<file path="src/rtl/estoque_multi_lote.sv">
// Cork stock/line manager: moves batches of up to BATCH corks from stock to line when the line runs low.
// Latency: dispenser_on rises one edge after the line is seen low; one cork per acknowledged cycle after that.
// Backpressure: disp_ack low stalls the batch indefinitely. Define ESTOQUE_HYST_EN for low-alarm hysteresis.
module estoque_multi_lote #(
    parameter int W           = 8,
    parameter int STOCK_INIT  = 40,
    parameter int STOCK_MAX   = 99,
    parameter int REFILL_STEP = 5,
    parameter int LINE_LOW    = 5,
    parameter int BATCH       = 15,
    parameter int LOW_SET     = 15,
    parameter int LOW_CLR     = 20
) (
    input  logic         clk,
    input  logic         reset,
    input  logic         done,
    input  logic         add_rolha,
    input  logic         disp_ack,
    output logic [W-1:0] stock_count,
    output logic [W-1:0] line_count,
    output logic         dispenser_on,
    output logic [W-1:0] batch_left,
    output logic         low_alarm,
    output logic         empty_alarm,
    output logic         refill_reject
);

    typedef enum logic [1:0] {IDLE, DISPENSE, EMPTY} state_t;

    localparam logic [W-1:0] ZERO_W     = '0;
    localparam logic [W-1:0] ONE_W      = W'(1);
    localparam logic [W-1:0] INIT_W     = W'(STOCK_INIT);
    localparam logic [W-1:0] MAX_W      = W'(STOCK_MAX);
    localparam logic [W:0]   MAX_X      = (W+1)'(STOCK_MAX);
    localparam logic [W:0]   STEP_X     = (W+1)'(REFILL_STEP);
    localparam logic [W-1:0] LINE_LOW_W = W'(LINE_LOW);
    localparam logic [W-1:0] BATCH_W    = W'(BATCH);
    localparam logic [W:0]   LINE_SAT_X = {1'b0, {W{1'b1}}};
    // Set threshold clamped to LOW_CLR so a misordered pair can never invert the hysteresis band.
    localparam logic [W-1:0] LOW_SET_W  = W'((LOW_SET < LOW_CLR) ? LOW_SET : LOW_CLR);
`ifdef ESTOQUE_HYST_EN
    localparam logic [W-1:0] LOW_CLR_W  = W'(LOW_CLR);
`endif

    state_t       state;
    logic         xfer;
    logic         at_max;
    logic         consume;
    logic         line_low;
    logic [W:0]   stock_dec;
    logic [W:0]   stock_sum;
    logic [W:0]   line_sum;
    logic [W-1:0] stock_next;
    logic [W-1:0] line_next;
    logic [W-1:0] batch_load;

    assign xfer        = (state == DISPENSE) && disp_ack && (batch_left != ZERO_W) && (stock_count != ZERO_W);
    assign at_max      = (stock_count == MAX_W);
    assign consume     = done && (line_count != ZERO_W);
    assign line_low    = (line_count <= LINE_LOW_W);
    assign batch_load  = (stock_count < BATCH_W) ? stock_count : BATCH_W;
    assign empty_alarm = (stock_count == ZERO_W);

    always_comb begin
        stock_dec  = {1'b0, stock_count} - {{W{1'b0}}, xfer};
        stock_sum  = stock_dec + STEP_X;
        stock_next = stock_dec[W-1:0];
        if (add_rolha && !at_max) begin
            stock_next = (stock_sum > MAX_X) ? MAX_W : stock_sum[W-1:0];
        end
        line_sum  = {1'b0, line_count} + {{W{1'b0}}, xfer} - {{W{1'b0}}, consume};
        line_next = (line_sum > LINE_SAT_X) ? LINE_SAT_X[W-1:0] : line_sum[W-1:0];
    end

    always_ff @(posedge clk or negedge reset) begin
        if (!reset) begin
            state         <= IDLE;
            stock_count   <= INIT_W;
            line_count    <= ZERO_W;
            batch_left    <= ZERO_W;
            dispenser_on  <= 1'b0;
            low_alarm     <= 1'b0;
            refill_reject <= 1'b0;
        end else begin
            stock_count   <= stock_next;
            line_count    <= line_next;
            refill_reject <= add_rolha && at_max;
`ifdef ESTOQUE_HYST_EN
            if (stock_count < LOW_SET_W) begin
                low_alarm <= 1'b1;
            end else if (stock_count >= LOW_CLR_W) begin
                low_alarm <= 1'b0;
            end
`else
            low_alarm <= (stock_count < LOW_SET_W);
`endif
            case (state)
                IDLE: begin
                    if (line_low) begin
                        if (stock_count != ZERO_W) begin
                            state        <= DISPENSE;
                            dispenser_on <= 1'b1;
                            batch_left   <= batch_load;
                        end else begin
                            state <= EMPTY;
                        end
                    end
                end
                DISPENSE: begin
                    if (xfer) begin
                        batch_left <= batch_left - ONE_W;
                        if (batch_left == ONE_W) begin
                            state        <= IDLE;
                            dispenser_on <= 1'b0;
                        end
                    end else if (batch_left == ZERO_W) begin
                        state        <= IDLE;
                        dispenser_on <= 1'b0;
                    end
                end
                EMPTY: begin
                    if (stock_count != ZERO_W) begin
                        state <= IDLE;
                    end
                end
                default: begin
                    state        <= IDLE;
                    dispenser_on <= 1'b0;
                end
            endcase
        end
    end

endmodule

</file>
<file path="config.mk">
export PLATFORM = sky130hd
export DESIGN_NAME = estoque_multi_lote
export DESIGN_NICKNAME = d
export VERILOG_FILES = /design/src/rtl/estoque_multi_lote.sv
export SDC_FILE = /design/constraint.sdc
export NUM_CORES = 1
export LEC_CHECK = 0
export CORE_MARGIN = 4
export CORE_UTILIZATION = 35
export CTS_CLUSTER_DIAMETER = 50
export DETAILED_ROUTE_END_ITERATION = 8
export SLEW_MARGIN = 20
export SYNTH_ARGS = -nofsm -noshare
export SYNTH_HDL_FRONTEND = slang
export SYNTH_SLANG_ARGS = --single-unit
</file>
<file path="constraint.sdc">
create_clock -name clk -period 4.6 [get_ports clk]
set_clock_uncertainty 0.15 [all_clocks]
set_input_delay 0.46 -clock clk [delete_from_list [all_inputs] [get_ports clk]]
set_output_delay 0.46 -clock clk [all_outputs]
set_load 0.05 [all_outputs]
</file>
==> run summary <==
In this run the biggest area consumer among cell types represents 29.9% of the synthesized area. The arrival time reported for the critical path endpoint came out at 4250 ps. The total global routing overflow came out at 0. 0 antenna diodes ended up in the layout. CTS built an H-tree with a depth of 2.

The worst slack after detailed placement came out at 337 ps. The number of warnings issued by yosys came out at 0. The core footprint came out at 0.00631 mm².

The routed length per placed instance is 14.0 µm. When the netlist entered floorplanning its net count stood at 286. The number of rows in the core area is 29. In the final design database the tool counted 319 nets. The clock sink count is 29. Synthesis instantiated 57 different standard cells from the library. The detail-routed via count per cell is 5.26. The initial utilization of the core area, before any placement, comes to 35.8%. The post-CTS setup buffer count is 0. The classification of the worst-slack hold path is reg -> reg. The most used flip-flop cell after synthesis is sky130_fd_sc_hd__dfrtp_1. The fraction of registers with async set or reset after synthesis came out at 100%. The all-layer global routing usage came out at 14.3%. At the end of routability-driven placement, the weighted congestion stood at 0.807. In this run, post-CTS hold repair placed 0 buffers. For the final routed database, the setup TNS stands at 0 ps. Setup repair after global routing left no endpoint under its margin. Clock-pin slew was measured on the worst setup and hold paths at 70 ps.

The post-synthesis cell area is 0.00226 mm². The number of gates resized after cts is 0. The DRC marker count from the first detailed-route iteration is 47. In the routed design, unresolved DRC markers number 0. The max-slew violation count is 0. The number of port buffers came out at 32. For the pin with the worst max-slew slack, the measured transition is 684 ps. The number of global-route vias before repair is 1,842.

The number of antenna violations at the first check in global routing came out at 0. The gate count after technology mapping is 260. The mean instance size in the synthesized netlist is 8.70 µm². The worst setup path is launched from a flip-flop.

The count of endpoints failing setup in the final report is 0. The max-cap check violation count is 0. The worst setup path is of the reg -> reg kind. The required time at the worst-slack endpoint is 4590 ps. The final worst-path cycle share is 92.7%. The routed layout has 1,946 vias.

After detailed routing, the total wire length is 5.17 mm. The relative slew slack is 54.3%. The wire length of the first global-routing pass is 8.74 mm. The share of synthesized area occupied by flip-flops and latches is 32.2%. The dominant cell by count in the synthesized netlist is sky130_fd_sc_hd__dfrtp_1. The cell sitting at the root of the clock tree is a sky130_fd_sc_hd__clkbuf_8.

TritonCTS built the clock tree. The number of synthesized flops with an enable pin came out at 0. Ranked by total cell area, the synthesized netlist is headed by sky130_fd_sc_hd__dfrtp_1 (30%), sky130_fd_sc_hd__ha_1 (11%), sky130_fd_sc_hd__xnor2_1 (4.6%), sky130_fd_sc_hd__nand2_1 (4.1%), sky130_fd_sc_hd__inv_1 (3.8%). In this run the worst path has a maximum fanout of 16. The flow ran to the end, and the final reports show no timing, DRC or antenna violations. The top-level port count is 33.

The pre-antenna-repair detailed-routing pass consisted of 5 iterations. The die height came out at 88.4 µm. The horizontal die dimension came out at 88.4 µm. The remaining antenna violation count is 0. STA classifies the critical path endpoint as a flip-flop.

Sorting the synthesized cells by how often they occur yields sky130_fd_sc_hd__dfrtp_1 (27), sky130_fd_sc_hd__nand2_1 (25), sky130_fd_sc_hd__inv_1 (23), sky130_fd_sc_hd__ha_1 (20), sky130_fd_sc_hd__nor2_1 (17). The detailed placer's ending HPWL came out at 3.95 mm. The register bit count reported by yosys came out at 29. The share of final-layout standard cells stronger than drive strength 1 is 11.6%.

In this run the deepest clock path goes through 2 buffers. Entering global routing, the biggest net connects 30 pins. The post-layout worst setup margin is 336 ps. The cell accounting for the most synthesized area is sky130_fd_sc_hd__dfrtp_1.

The shortest period the worst path allows came out at 4260 ps. From synthesis to final layout, the design area changed by 22.1%. The clock insertion delay at the later pin of the skew report is 280 ps. The number of hold-slack violations in the final timing report is 0.

The core utilization of the finished layout came out at 43.7%. The maximum achievable frequency is 235 MHz. TritonCTS created 5 clock buffers. The die footprint came out at 0.00781 mm².
registers in the layout, summed over array words and instances (netlist names):
signal / count
low_alarm: 1
dispenser_on: 1
state: 2
batch_left: 8
refill_reject: 1
stock_count: 8
line_count: 8
worst max-delay path: stages (launching register included):
cell,delay (ps)
sky130_fd_sc_hd__dfrtp_2,510
sky130_fd_sc_hd__or4_1,580
sky130_fd_sc_hd__nor4_4,230
sky130_fd_sc_hd__inv_1,130
sky130_fd_sc_hd__nand3_2,130
sky130_fd_sc_hd__inv_1,90
sky130_fd_sc_hd__ha_1,220
sky130_fd_sc_hd__ha_1,320
sky130_fd_sc_hd__inv_1,110
sky130_fd_sc_hd__ha_2,230
sky130_fd_sc_hd__nor2_1,50
sky130_fd_sc_hd__a211o_1,300
sky130_fd_sc_hd__a21oi_4,220
sky130_fd_sc_hd__xnor2_1,140
sky130_fd_sc_hd__nor2_1,90
sky130_fd_sc_hd__o41ai_4,470
sky130_fd_sc_hd__o22ai_1,140
path summary, 6_finish.rpt:
check / startpoint / to / slack [ps] / cells past startpoint
hold reg to reg: batch_left[7] / batch_left[7] / 370 / 1
min in group asynchronous: reset / stock_count[7] / 420 / 2
setup / recovery: stock_count[4] / stock_count[4] / 340 / 16
max in group asynchronous: reset / stock_count[3] / 3570 / 2
hold / removal: batch_left[7] / batch_left[7] / 370 / 1
setup reg to reg: stock_count[4] / stock_count[4] / 340 / 16
kinds of logic after synthesis:
kind of cell    count (synthesis)  share of synthesized area (%)
simple gates                   88                           21.2
compound gates                 69                           20.5
buf+inv                        34                           6.47
mux                             4                           1.83
fa+ha+maj                      21                           11.9
xor+xnor                       15                           5.81
flops                          29                           32.2
layer usage:
layer	global-route usage (%)	up-vias	share of wire, %
li1	-	983	-
met1	18.8	931	49
met2	23.2	28	47
met3	2.42	4	3.3
met4	6.04	0	0.77
met5	0	-	0
cell type report:
| type | instances | area, µm² |
|---|---|---|
| Timing Repair Buffer | 37 | 358 |
| Multi-Input combinational cell | 197 | 1400 |
| Sequential cell | 29 | 732 |
| Tap cell | 77 | 96.3 |
| Clock buffer | 7 | 86.3 |
| Inverter | 23 | 86.3 |
| Fill cell | 645 | 3550 |
cell usage in the layout, fill, tap and decap left out, drive strengths merged, types with 10 or more instances in the layout:
cell,synthesis,final
clkdlybuf4s50,0,32
dfrtp,27,27
nand2,26,26
inv,23,23
ha,20,20
o21ai,19,19
nor2,17,17
a21oi,17,17
xnor2,12,12
nor3,10,10
metrics by stage:
| step | area (µm²) | instances | hold slack (ps) |
|---|---|---|---|
| 2_1_floorplan | 2280 | 260 | 14.4 |
| 3_3_place_gp | 2680 | 363 | 354 |
| 3_5_place_dp | 2680 | 363 | 371 |
| 4_1_cts | 2760 | 370 | 371 |
| 5_1_grt | 2760 | 370 | 413 |
| 6_report | 2760 | 370 | 372 |
Power is left out: the tool's default activity adds up to more than one toggle a clock period on the data nets, which glitch-free logic cannot reach.
